## src/rtl/seven_seg_pkg.sv

```systemverilog
// Shared segment-code types and scanner state encoding for the display path.
package seven_seg_pkg;

  localparam int unsigned SEG_W = 7;

  typedef logic [SEG_W-1:0] seg_code_t;

  // Bit positions of each segment within a seg_code_t.
  localparam int unsigned SEG_A = 6;
  localparam int unsigned SEG_B = 5;
  localparam int unsigned SEG_C = 4;
  localparam int unsigned SEG_D = 3;
  localparam int unsigned SEG_E = 2;
  localparam int unsigned SEG_F = 1;
  localparam int unsigned SEG_G = 0;

  typedef enum logic [1:0] {
    IDLE  = 2'd0,
    BLANK = 2'd1,
    SHOW  = 2'd2
  } scan_state_t;

endpackage

```

## src/rtl/scan_dwell_timer.sv

```systemverilog
// Dwell counter for one digit slot: counts 0..COUNT-1, wraps, flags the last cycle.
module scan_dwell_timer #(
  parameter int unsigned COUNT = 16
) (
  input  logic                     clk,
  input  logic                     reset,
  input  logic                     clear_i,
  input  logic                     run_i,
  output logic [$clog2(COUNT)-1:0] count_o,
  output logic                     wrap_o
);

  localparam int unsigned CW = $clog2(COUNT);

  logic [CW-1:0] count_q, count_d;
  logic          wrap_q, wrap_d;

  // Next count; the wrap flag is registered alongside so it marks count == COUNT-1.
  always_comb begin
    count_d = count_q;
    if (clear_i) begin
      count_d = '0;
    end else if (run_i) begin
      count_d = wrap_q ? '0 : count_q + CW'(1);
    end
    wrap_d = (count_d == CW'(COUNT - 1));
  end

  // Counter and terminal-count registers.
  always_ff @(posedge clk) begin
    if (reset) begin
      count_q <= '0;
      wrap_q  <= 1'b0;
    end else begin
      count_q <= count_d;
      wrap_q  <= wrap_d;
    end
  end

  assign count_o = count_q;
  assign wrap_o  = wrap_q;

endmodule

```

## src/rtl/seven_segment_scanner.sv

```systemverilog
// Time-multiplexes a frame-latched array of segment codes onto one segment bus
// with one-hot digit enables and a blank interval at the start of each slot.
module seven_segment_scanner
  import seven_seg_pkg::*;
#(
  parameter int unsigned DISPLAY_WIDTH  = 12,
  parameter int unsigned CLKS_PER_DIGIT = 16,
  parameter int unsigned BLANK_CLKS     = 2,
  parameter bit          ACTIVE_LOW     = 1'b0
) (
  input  logic                                 clk,
  input  logic                                 reset,
  input  logic [DISPLAY_WIDTH-1:0][6:0]        seven_segment_array,
  input  logic                                 enable,
  output logic [6:0]                           segment_out,
  output logic [DISPLAY_WIDTH-1:0]             digit_enable,
  output logic [$clog2(DISPLAY_WIDTH)-1:0]     digit_index,
  output logic                                 frame_start
);

  localparam int unsigned IW = $clog2(DISPLAY_WIDTH);
  localparam int unsigned CW = $clog2(CLKS_PER_DIGIT);
  localparam logic [IW-1:0] LAST_IDX = IW'(DISPLAY_WIDTH - 1);
  localparam scan_state_t SLOT_START = (BLANK_CLKS == 0) ? SHOW : BLANK;
  localparam seg_code_t SEG_OFF = {SEG_W{ACTIVE_LOW}};
  localparam logic [DISPLAY_WIDTH-1:0] DEN_OFF = {DISPLAY_WIDTH{ACTIVE_LOW}};

  scan_state_t                   state_q, state_d;
  logic [IW-1:0]                 idx_q, idx_d;
  seg_code_t [DISPLAY_WIDTH-1:0] snap_q, snap_d;
  seg_code_t                     seg_q, seg_d;
  logic [DISPLAY_WIDTH-1:0]      den_q, den_d;
  logic                          fs_q, fs_d;

  logic [CW-1:0] dwell;
  logic          dwell_wrap;
  logic          dwell_clear_c;
  logic          dwell_run_c;

  scan_dwell_timer #(
    .COUNT (CLKS_PER_DIGIT)
  ) u_dwell (
    .clk     (clk),
    .reset   (reset),
    .clear_i (dwell_clear_c),
    .run_i   (dwell_run_c),
    .count_o (dwell),
    .wrap_o  (dwell_wrap)
  );

  // Next state, slot index, snapshot and the logical outputs for the next cycle.
  always_comb begin
    state_d       = state_q;
    idx_d         = idx_q;
    snap_d        = snap_q;
    fs_d          = 1'b0;
    dwell_clear_c = 1'b0;
    dwell_run_c   = 1'b0;
    seg_d         = '0;
    den_d         = '0;

    unique case (state_q)
      IDLE: begin
        dwell_clear_c = 1'b1;
        if (enable) begin
          state_d = SLOT_START;
          idx_d   = LAST_IDX;
          snap_d  = seven_segment_array;
          fs_d    = 1'b1;
        end
      end
      BLANK, SHOW: begin
        if (!enable) begin
          state_d       = IDLE;
          idx_d         = LAST_IDX;
          dwell_clear_c = 1'b1;
        end else begin
          dwell_run_c = 1'b1;
          if (dwell_wrap) begin
            state_d = SLOT_START;
            if (idx_q == '0) begin
              idx_d  = LAST_IDX;
              snap_d = seven_segment_array;
              fs_d   = 1'b1;
            end else begin
              idx_d = idx_q - IW'(1);
            end
          end else begin
            state_d = ((32'(dwell) + 32'd1) >= BLANK_CLKS) ? SHOW : BLANK;
          end
        end
      end
      default: begin
        state_d       = IDLE;
        idx_d         = LAST_IDX;
        dwell_clear_c = 1'b1;
      end
    endcase

    if (state_d == SHOW) begin
      seg_d = snap_d[idx_d];
      den_d = DISPLAY_WIDTH'(1) << idx_d;
    end
  end

  // State, index, snapshot and output registers; polarity applied at the output.
  always_ff @(posedge clk) begin
    if (reset) begin
      state_q <= IDLE;
      idx_q   <= LAST_IDX;
      snap_q  <= '0;
      seg_q   <= SEG_OFF;
      den_q   <= DEN_OFF;
      fs_q    <= 1'b0;
    end else begin
      state_q <= state_d;
      idx_q   <= idx_d;
      snap_q  <= snap_d;
      seg_q   <= ACTIVE_LOW ? ~seg_d : seg_d;
      den_q   <= ACTIVE_LOW ? ~den_d : den_d;
      fs_q    <= fs_d;
    end
  end

  assign segment_out  = seg_q;
  assign digit_enable = den_q;
  assign digit_index  = idx_q;
  assign frame_start  = fs_q;

endmodule

```

## config.mk

```make
export PLATFORM = sky130hd
export DESIGN_NAME = seven_segment_scanner
export DESIGN_NICKNAME = d
export VERILOG_FILES = /design/src/rtl/seven_seg_pkg.sv /design/src/rtl/scan_dwell_timer.sv /design/src/rtl/seven_segment_scanner.sv
export SDC_FILE = /design/constraint.sdc
export NUM_CORES = 1
export LEC_CHECK = 0
export BUFFER_PORTS_ARGS = -buffer_cell sky130_fd_sc_hd__buf_2
export CELL_PAD_IN_SITES_DETAIL_PLACEMENT = 1
export CELL_PAD_IN_SITES_GLOBAL_PLACEMENT = 1
export CORE_MARGIN = 2
export CORE_UTILIZATION = 40
export CTS_CLUSTER_SIZE = 24
export DETAILED_ROUTE_END_ITERATION = 8
export PLACE_DENSITY_LB_ADDON = 0.3
export SYNTH_ARGS = -nofsm -noshare
export SYNTH_HDL_FRONTEND = slang
export SYNTH_SLANG_ARGS = --single-unit
```

## constraint.sdc

```tcl
create_clock -name clk -period 3.1 [get_ports clk]
set_clock_uncertainty 0.15 [all_clocks]
set_input_delay 0.465 -clock clk [delete_from_list [all_inputs] [get_ports clk]]
set_output_delay 0.465 -clock clk [all_outputs]
set_load 0.02 [all_outputs]
```

==> results of run 1 <==
-- area by class of cell --
cell class                      count  area [µm²]  area share, %
Multi-Input combinational cell    390        2400           38.6
Sequential cell                   115        2300           37.0
Timing Repair Buffer              130         713           11.4
Clock buffer                       23         468           7.51
Tap cell                          168         210           3.37
Clock inverter                      9         105           1.69
Inverter                            8        30.0          0.482
-- what timing repair did --
item                                    in CTS  in global routing
endpoints found under the setup margin       0                  6
hold buffers                                 0                  0
resized for setup                            0                  8
-- metrics by stage --
stage               hold slack (ps)  power (mW)  setup slack [ps]
floorplan                       284        2.05               395
global route                    152        4.31              7.01
finish                          148        4.16               164
detailed placement              301        2.27               115
global placement                292        2.25               205
CTS                             133        4.18               102
-- worst min-delay path, cell delays in order --
cell and delay [ps]:
buf_2 80, a22oi_1 60, nor2_1 70
-- report_power, final --
group / switching (mW) / leakage (nW) / internal (mW)
combinational: 0.412 / 1.39 / 0.251
clock: 0.685 / 0.281 / 1.22
sequential: 0.0359 / 0.940 / 1.56
-- Yosys cell counts, drive strengths merged (3+ instances only) --
master / number / area, µm²
a31oi: 3 / 18.8
a221o: 5 / 50.1
a21oi: 22 / 114
nor4b: 3 / 26.3
and3: 4 / 25.0
nor3: 3 / 20.0
nor2b: 6 / 37.5
o32ai: 5 / 51.3
nor4: 5 / 31.3
a21o: 3 / 22.5
clkbuf: 15 / 56.3
nand2: 42 / 158
inv: 8 / 30.0
a22oi: 98 / 736
dfxtp: 115 / 2300
o22ai: 14 / 106
nand3: 6 / 30.0
a32oi: 4 / 35.0
nand2b: 6 / 37.5
and2: 3 / 18.8
or3: 4 / 35.0
o21ai: 12 / 60.1
a22o: 8 / 70.1
buf: 34 / 195
nor2: 101 / 382
o211ai: 3 / 22.5
ha: 5 / 62.6
-- worst max-delay path by stage --
stage / depth (start not counted) / end / start
floorplan: 11 / segment_out[2]$_SDFF_PP0_ / digit_index[0]$_SDFF_PP1_
global placement: 9 / segment_out[5]$_SDFF_PP0_ / digit_index[0]$_SDFF_PP1_
detailed placement: 9 / segment_out[5]$_SDFF_PP0_ / digit_index[0]$_SDFF_PP1_
CTS: 9 / segment_out[5]$_SDFF_PP0_ / digit_index[0]$_SDFF_PP1_
global route: 10 / segment_out[4]$_SDFF_PP0_ / state_q[0]$_SDFF_PP0_
finish: 9 / segment_out[5]$_SDFF_PP0_ / digit_index[1]$_SDFF_PP1_
-- cell families (layout without fill, tap and decap cells) --
logic type               after synthesis  in the layout
AND/OR/NAND/NOR                      190            190
buffers and inverters                 57            170
flip-flops                           115            115
adder cells (fa/ha/maj)                5              5
AO/OA/AOI/OAI                        192            192
XOR/XNOR                               3              3
-- routing by layer --
layer	GRT usage [%]	wire length, µm
met1	32.6	7170
met2	40.1	7920
met3	4.27	674
met4	10.5	365
met5	0	0
-- registers in the layout, indices dropped and copies added, names as in the netlist --
signal	count
digit_enable	12
digit_index	4
frame_start	1
segment_out	7
snap_q	84
state_q	2
u_dwell.count_o	4
u_dwell.wrap_o	1
==> results.sh, run 1 <==
export IMPL_outcome="finished, final reports clean"
export IMPL_avgSynthCellArea_um2=8.81
export IMPL_nets=754
export IMPL_finalMaxSlewViolations=0
export IMPL_cts_buffers_inserted=17
export IMPL_synth_edf_count=0
export IMPL_final_fill_count=1422
export IMPL_antenna_found_initial=0
export IMPL_setup_viol=0
export IMPL_seq_area_frac_synth_pct=46.5
export IMPL_powerDensity_mw_per_mm2=667
export IMPL_place_area_mm2=0.00563
export IMPL_antenna_left=0
export IMPL_io_buffers=110
export IMPL_io_pins=111
export IMPL_cts_setup_buffers=0
export IMPL_grt_pass1_vias=4777
export IMPL_synth_compound_area_share_pct=28.7
export IMPL_min_to="snap_q[28]$_SDFF_PP0_"
export IMPL_grt_ovfl_total=0
export IMPL_start_kind="register"
export IMPL_clk_pin_slew_ps=50
export IMPL_layout_cells_non_filler=843
export IMPL_fp_coreArea_mm2=0.0121
export IMPL_grt_total_usage_pct=24.7
export IMPL_cts_sinks=115
export IMPL_die_area_mm2=0.0133
export IMPL_whs_path_depth=3
export IMPL_r2r_setup_slack_ps=160
export IMPL_initial_core_util_pct=41.1
export IMPL_ir_drop_mv=0.371
export IMPL_cp_data_required_time_ps=3260
export IMPL_synthFlopType="dfxtp_1"
export IMPL_crit_fanout=11
export IMPL_critPathCaptureType="register"
export IMPL_syn_nets=654
export IMPL_die_w_um=115
export IMPL_netlist_area_mm2=0.00495
export IMPL_ys_warn_count=0
export IMPL_hold_class="primary input to register"
export IMPL_cp_slowest_cell="o32a_2"
export IMPL_dp_cells=811
export IMPL_die_h_um=115
export IMPL_path_cells="inv_1 -> ha_1 -> and4bb_1 -> o32a_2 -> nor3_2 -> a22oi_1 -> o211ai_1 -> nor4b_2 -> o32ai_1"
export IMPL_async_flop_share_pct=0
export IMPL_layout_commonest_cell="dfxtp_1"
export IMPL_syn_inst=562
export IMPL_wl_per_cell_um=19.1
export IMPL_clockBufferDepth=2
export IMPL_fin_crit_sh_pct=94.7
export IMPL_synth_mux_area_share_pct=0
export IMPL_rows=40
export IMPL_final_layout_size_suffix_gt1_share_pct=26.4
export IMPL_root_buffer="clkbuf_16"
export IMPL_p_leak_nw=2.61
export IMPL_synth_distinct_cells=60
export IMPL_grt_start_max_net_pins=87
export IMPL_hpwl_um=11000
export IMPL_path_class="register to register"
export IMPL_n_antenna_cell=0
export IMPL_ys_ff_latch=115
export IMPL_rr_worst_depth=9
export IMPL_cts_tree="done"
export IMPL_cpPeakStageDelay_ps=500
export IMPL_synthXorXnorAreaFrac_pct=0.531
export IMPL_yosys_area_share_adder_pct=1.26
export IMPL_first_pass_iters=6
export IMPL_critPathBufInv=1
export IMPL_holdCritStartpoint="seven_segment_array[28]"
export IMPL_rr_endpoint="segment_out[5]$_SDFF_PP0_"
export IMPL_htreeDepth=4
export IMPL_max_freq_ghz=0.341
export IMPL_fin_tns_setup_ps=0
export IMPL_crit_family="compound AO/OA/AOI/OAI gates"
export IMPL_layout_common_cells="dfxtp_1 (114), buf_2 (110), nor2_1 (100), a22oi_1 (98), nand2_1 (42)"
export IMPL_drc=0
export IMPL_tightest_slew_ps=939
export IMPL_vias=4793
export IMPL_yosys_area_share_simple_pct=17.4
export IMPL_rsz0062_at_grt="no"
export IMPL_hold_violations=0
export IMPL_fin_area_mm2=0.00623
export IMPL_min_period_ps=2940
export IMPL_wl_um=16100
export IMPL_slew_headroom_pct=37.4
export IMPL_via_per_inst=5.69
export IMPL_grt_first_pass_wirelength_um=25200
export IMPL_critPathArrivalTime_ps=3100
export IMPL_synth_top_family_by_area="compound AO/OA/AOI/OAI gates"
export IMPL_clkLatencyLatePin_ps=420
export IMPL_drt_initial_drc_count=326
export IMPL_syn_to_final_growth_pct=25.9
export IMPL_r2r_start="digit_index[1]$_SDFF_PP1_"
export IMPL_cap_violations=0
export IMPL_finish_utilization_pct=51.7
export IMPL_place_congestion=0.856
Note: power is estimated with default switching activity, not from simulation.
==> inputs of run 2 (changes only) <==
ABC_AREA = 1   (was default)
BUFFER_PORTS_ARGS = default   (was -buffer_cell sky130_fd_sc_hd__buf_2)
CORE_UTILIZATION = 44   (was 40)
DONT_BUFFER_PORTS = 1   (was default)
SKIP_LAST_GASP = 1   (was default)
==> run 2 against run 1 <==
Against the previous run:
- sequential share of layout area down 0.44 points
- clock-buffer cell count fell by 3
- die area grew 4.6%
==> results.sh, run 2 <==
export IMPL_cap_violations=0
export IMPL_crit_family="simple AND/OR/NAND/NOR gates"
export IMPL_die_area_mm2=0.0139
export IMPL_yosysTopAreaCellShare_pct=40.4
export IMPL_final_layout_size_suffix_gt1_share_pct=7.18
export IMPL_htreeDepth=4
export IMPL_hold_class="primary input to register"
export IMPL_synth_edf_count=0
export IMPL_clk_pin_slew_ps=50
export IMPL_async_flop_share_pct=0
export IMPL_avgSynthCellArea_um2=6.39
export IMPL_clkLatencyLatePin_ps=420
export IMPL_netlist_area_mm2=0.00571
export IMPL_cts_buffers_inserted=17
export IMPL_slew_headroom_pct=63.0
export IMPL_cp_slowest_cell="ha_1"
export IMPL_antenna_found_initial=0
export IMPL_drc=0
export IMPL_path_cells="inv_1 -> ha_1 -> nand2_1 -> inv_1 -> nand2_1 -> nor2_1 -> nor2_2 -> nor2_1 -> buf_4 -> nand2_1 -> nor2_1 -> nand2_1 -> nand3_1 -> a21oi_1"
export IMPL_fin_tns_setup_ps=0
export IMPL_synth_commonest_cells="nand2_1 (242), nor2_1 (189), inv_1 (117), dfxtp_1 (115), nand3_1 (81)"
export IMPL_ys_ff_latch=115
export IMPL_root_buffer="clkbuf_16"
export IMPL_seq_area_frac_synth_pct=40.4
export IMPL_ir_drop_mv=0.306
export IMPL_io_buffers=0
export IMPL_cts_sinks=115
export IMPL_die_w_um=118
export IMPL_outcome="finished, final reports clean"
export IMPL_synth_most_common_cell="nand2_1"
export IMPL_tightest_slew_ps=554
export IMPL_syn_inst=893
export IMPL_fin_crit_sh_pct=91.9
export IMPL_vias=5406
export IMPL_cpPeakStageDelay_ps=440
export IMPL_wl_um=17400
export IMPL_initial_core_util_pct=45.2
export IMPL_critPathBufInv=3
export IMPL_synthFlopType="dfxtp_1"
export IMPL_nets=970
export IMPL_path_class="register to register"
export IMPL_layout_commonest_cell="nand2_1"
export IMPL_synthTopCellsByArea="dfxtp_1 (40%), nand2_1 (16%), nor2_1 (12%), inv_1 (7.7%), nand3_1 (7.1%)"
export IMPL_min_period_ps=2850
export IMPL_grt_start_max_net_pins=85
export IMPL_synth_distinct_cells=34
export IMPL_cp_data_required_time_ps=3250
export IMPL_layout_common_cells="nand2_1 (242), nor2_1 (189), inv_1 (116), dfxtp_1 (115), nand3_1 (81)"
export IMPL_drt_initial_drc_count=370
export IMPL_max_freq_ghz=0.351
export IMPL_grt_first_pass_wirelength_um=28500
export IMPL_fp_coreArea_mm2=0.0126
export IMPL_wl_per_cell_um=16.3
export IMPL_io_pins=111
export IMPL_largest_register_ff_count=84
export IMPL_hpwl_um=12200
export IMPL_grt_ovfl_total=0
export IMPL_first_pass_iters=4
export IMPL_finalMaxSlewViolations=0
export IMPL_start_kind="register"
export IMPL_cp_common_cell="nand2_1"
export IMPL_antenna_left=0
export IMPL_ys_warn_count=0
export IMPL_cts_tree="done"
export IMPL_rsz0062_at_grt="no"
export IMPL_critPathCaptureType="register"
export IMPL_powerDensity_mw_per_mm2=648
export IMPL_critPathArrivalTime_ps=3000
export IMPL_setup_viol=0
export IMPL_grt_total_usage_pct=25.9
export IMPL_grt_pass1_vias=5638
export IMPL_p_leak_nw=3.10
export IMPL_clockBufferDepth=2
export IMPL_via_per_inst=5.08
export IMPL_die_h_um=118
export IMPL_place_congestion=0.892
export IMPL_max_flop_register="snap_q"
export IMPL_syn_nets=985
export IMPL_synth_largest_area_cell="dfxtp_1"
export IMPL_crit_fanout=6
export IMPL_rows=41
export IMPL_finish_utilization_pct=50.0
export IMPL_hold_violations=0
export IMPL_syn_to_final_growth_pct=10.5
-- run 2: cell types whose count changed after synthesis, moves of 6 or more --
cell,before,now
nand2_1,42,242
inv_1,8,117
a22oi_1,98,0
nor2_1,100,189
nand3_1,6,81
a21oi_1,21,54
buf_2,27,11
o22ai_1,11,0
a22o_1,8,0
inv_2,0,7
nand2_2,0,6
nand2b_1,6,0
nor2b_1,6,0
-- run 2: cell families after synthesis --
group / after synthesis / synth area share (%)
simple gates: 534 / 38.9
xor+xnor: 5 / 0.768
flops: 115 / 40.4
fa+ha+maj: 5 / 1.10
buf+inv: 167 / 12.8
compound gates: 67 / 6.07
-- run 2: report_power, final --
| part | internal, mW | total [mW] | switching [mW] |
|---|---|---|---|
| Clock | 1.10 | 1.80 | 0.701 |
| Sequential | 1.56 | 1.60 | 0.0343 |
| Combinational | 0.191 | 0.688 | 0.497 |
| Total | 2.85 | 4.08 | 1.23 |
-- run 2: final cells by class --
class	instances	area, µm²
multi-input cells	611	2680
flip-flops and latches	115	2300
fillers	1728	6310
inverters	125	470
diodes	1	2.50
well taps	172	215
repair buffers	8	92.6
clock inverters	12	110
clock buffers	20	437
-- run 2: final timing paths --
kind | endpoint | slack [ps] | cells after the start | from
min | digit_index[1]$_SDFF_PP1_ | 80 | 2 | reset
min reg2reg | snap_q[11]$_SDFF_PP0_ | 320 | 2 | snap_q[11]$_SDFF_PP0_
max reg2reg | segment_out[0]$_SDFF_PP0_ | 250 | 14 | state_q[0]$_SDFF_PP0_
max | segment_out[0]$_SDFF_PP0_ | 250 | 14 | state_q[0]$_SDFF_PP0_
-- run 2: what timing repair did --
action	4_1_cts	5_1_grt
setup buffers	0	0
gates resized for setup	0	0
hold endpoints to repair	84	0
hold buffers	1	0
-- run 2: metal layers --
metal | routed length [µm] | GRT usage (%)
met1 | 7760 | 31.8
met2 | 8400 | 44.0
met3 | 878 | 6.59
met4 | 328 | 9.11
met5 | 0 | 0
-- run 2: worst register-to-register path, delay by kind of cell, from the launching register on --
family,cells,cell delay [ps]
AO/OA/AOI/OAI,1,70
AND/OR/NAND/NOR,9,1240
flip-flops,1,350
adder cells (fa/ha/maj),1,440
buffers and inverters,3,460
-- run 2: per-stage QoR --
step	total power [mW]	worst slack (ps)	hold WS (ps)	area, µm²	cells
after floorplan	2.15	958	295	5710	893
after global placement	2.26	417	300	5730	1030
after detailed placement	2.28	363	308	5730	1030
after CTS	4.12	353	62.5	6300	1063
after global routing	4.29	62.8	66.1	6300	1063
final	4.08	252	76.2	6300	1064
==> inputs of run 3 (changes only) <==
--- a/config.mk
+++ b/config.mk
@@ -10,5 +10,5 @@
 export CELL_PAD_IN_SITES_GLOBAL_PLACEMENT = 1
 export CORE_MARGIN = 2
-export CORE_UTILIZATION = 44
+export CORE_UTILIZATION = 40
 export CTS_CLUSTER_SIZE = 24
 export DETAILED_ROUTE_END_ITERATION = 8
==> constraint.sdc (replaced) <==
create_clock -name clk -period 2.5 [get_ports clk]
set_clock_uncertainty 0.15 [all_clocks]
set_input_delay 0.125 -clock clk [delete_from_list [all_inputs] [get_ports clk]]
set_output_delay 0.125 -clock clk [all_outputs]
set_load 0.02 [all_outputs]
==> run 3 against run 2 <==
Against the previous run:
- the run now ends with setup timing left
- hold slack gained 69 ps
- utilization grew 9.2 points
- register-to-register slack lost 260 ps
- cell count grew 17%
- combinational power grew 90%
- wire length grew 46%
- global-route usage grew 5.1 points
- setup slack lost 260 ps
- flip-flop and latch count is the same
- largest power group unchanged
==> results.sh, run 3 (synthesized netlist as in run 2, its figures left out) <==
export IMPL_largest_register_ff_count=84
export IMPL_p_leak_nw=4.06
export IMPL_cp_data_required_time_ps=2670
export IMPL_nets=1142
export IMPL_io_pins=111
export IMPL_first_pass_iters=5
export IMPL_slew_headroom_pct=68.7
export IMPL_cp_slowest_cell="dlygate4sd3_1"
export IMPL_place_congestion=0.902
export IMPL_pwr_share_seq_pct=34.3
export IMPL_clockBufferDepth=2
export IMPL_p_comb_share_pct=22.8
export IMPL_cap_violations=0
export IMPL_cts_buffers_inserted=17
export IMPL_ir_drop_mv=0.445
export IMPL_rsz0062_at_grt="yes"
export IMPL_die_h_um=123
export IMPL_cp_common_cell="nand2_1"
export IMPL_layout_commonest_cell="nand2_1"
export IMPL_crit_family="buffers and inverters"
export IMPL_cpPeakStageDelay_ps=570
export IMPL_min_period_ps=2510
export IMPL_setup_worst_path_start="digit_index[0]$_SDFF_PP1_"
export IMPL_hold_class="primary input to register"
export IMPL_vias=6666
export IMPL_grt_pass1_vias=6909
export IMPL_grt_ovfl_total=0
export IMPL_antenna_found_initial=0
export IMPL_critPathCaptureType="register"
export IMPL_fin_crit_sh_pct=100
export IMPL_wl_um=25300
export IMPL_r2r_start="digit_index[0]$_SDFF_PP1_"
export IMPL_switching_share_pct=32.0
export IMPL_initial_core_util_pct=41.1
export IMPL_io_buffers=0
export IMPL_clkPwrFrac_pct=42.8
export IMPL_cts_tree="done"
export IMPL_fp_coreArea_mm2=0.0139
export IMPL_hold_violations=0
export IMPL_rows=43
export IMPL_wl_met3_um=1610
export IMPL_start_kind="register"
export IMPL_fin_ws_ps=-11.0
export IMPL_max_flop_register="snap_q"
export IMPL_holdCritStartpoint="enable"
export IMPL_intPower_mw=3.91
export IMPL_tightest_slew_ps=467
export IMPL_root_buffer="clkbuf_16"
export IMPL_p_switching_mw=1.84
export IMPL_max_freq_ghz=0.398
export IMPL_final_layout_size_suffix_gt1_share_pct=10.1
export IMPL_via_per_inst=5.36
export IMPL_path_cells="inv_1 -> ha_1 -> nand2_2 -> inv_4 -> nand3_1 -> nand2_1 -> nand2_2 -> buf_4 -> buf_12 -> nand2_1 -> nand2_1 -> inv_1 -> nor2_1 -> dlygate4sd3_1"
export IMPL_drc=0
export IMPL_critPathArrivalTime_ps=2680
export IMPL_antenna_left=0
export IMPL_drt_initial_drc_count=616
export IMPL_grt_first_pass_wirelength_um=35800
export IMPL_violations="setup timing"
export IMPL_powerDensity_mw_per_mm2=701
export IMPL_die_w_um=123
export IMPL_path_class="register to register"
export IMPL_die_area_mm2=0.0152
export IMPL_cts_sinks=115
export IMPL_grt_start_max_net_pins=87
export IMPL_wl_per_cell_um=20.4
export IMPL_clk_pin_slew_ps=60
export IMPL_hpwl_um=12800
export IMPL_crit_fanout=16
export IMPL_grt_total_usage_pct=31.1
export IMPL_syn_to_final_growth_pct=43.9
export IMPL_finalMaxSlewViolations=0
export IMPL_outcome="finished with violations"
export IMPL_htreeDepth=4
export IMPL_wl_met1_um=9930
export IMPL_finish_utilization_pct=59.2
export IMPL_critPathBufInv=6
export IMPL_clkLatencyLatePin_ps=430
export IMPL_dr_max_layer_used="met4"
export IMPL_fin_tns_setup_ps=-11.0
export IMPL_setup_viol=1
export IMPL_route_met2_wl_um=12600
export IMPL_layout_common_cells="nand2_1 (242), nor2_1 (182), dlygate4sd3_1 (153), dfxtp_1 (114), inv_1 (106)"
[run 3: area by class of cell]
cell class	instances	area, µm²
fillers	1747	5670
multi-input cells	611	2720
flip-flops and latches	115	2300
repair buffers	180	1900
inverters	125	475
clock buffers	17	425
well taps	180	225
clock inverters	15	158
diodes	1	2.50
[run 3: worst reg2reg max path, delay by kind of cell, from the launching register on]
| family | cells | cell delay, ps |
|---|---|---|
| adder cells (fa/ha/maj) | 1 | 160 |
| buffers and inverters | 6 | 1180 |
| flip-flops | 1 | 310 |
| AND/OR/NAND/NOR | 7 | 600 |
[run 3: repair_timing]
action	in CTS	in global routing
gates cloned	0	3
pin swaps	0	3
endpoints found under the hold margin	103	0
gates resized for setup	1	27
buffers inserted	0	7
setup endpoints to repair	2	81
hold buffers	155	0
[run 3: worst paths after layout]
| path | endpoint | slack [ps] | cells past startpoint |
|---|---|---|---|
| max reg2reg | snap_q[30]$_SDFF_PP0_ | -10 | 14 |
| min | digit_index[1]$_SDFF_PP1_ | 140 | 5 |
| min reg2reg | u_dwell.count_o[0]$_SDFF_PP0_ | 340 | 1 |
| max | snap_q[30]$_SDFF_PP0_ | -10 | 14 |
[run 3: layer usage]
layer	vias to the layer above	track usage (%)
li1	3026	-
met1	3218	35.7
met2	327	54.3
met3	95	6.73
met4	0	15.5
met5	-	0
[run 3: stage by stage]
stage          worst slack [ps]  hold slack [ps]  total power [mW]  instance area [µm²]  std cells
2_1_floorplan               358              104              2.66                 5710        893
3_5_place_dp               37.1             60.3              2.88                 5870       1047
6_report                  -11.0              145              5.75                 8210       1244
5_1_grt                    -105              171              5.94                 8210       1243
4_1_cts                    23.7              125              5.53                 8020       1234
3_3_place_gp                177             57.5              2.85                 5870       1047
[run 3: power by group through the flow]
stage	combinational, mW	sequential, mW	clock, mW
3_3_place_gp	0.844	2.00	0
3_5_place_dp	0.877	2.01	0
2_1_floorplan	0.658	2.00	0
4_1_cts	1.13	1.97	2.43
5_1_grt	1.41	1.98	2.55
6_report	1.31	1.98	2.46
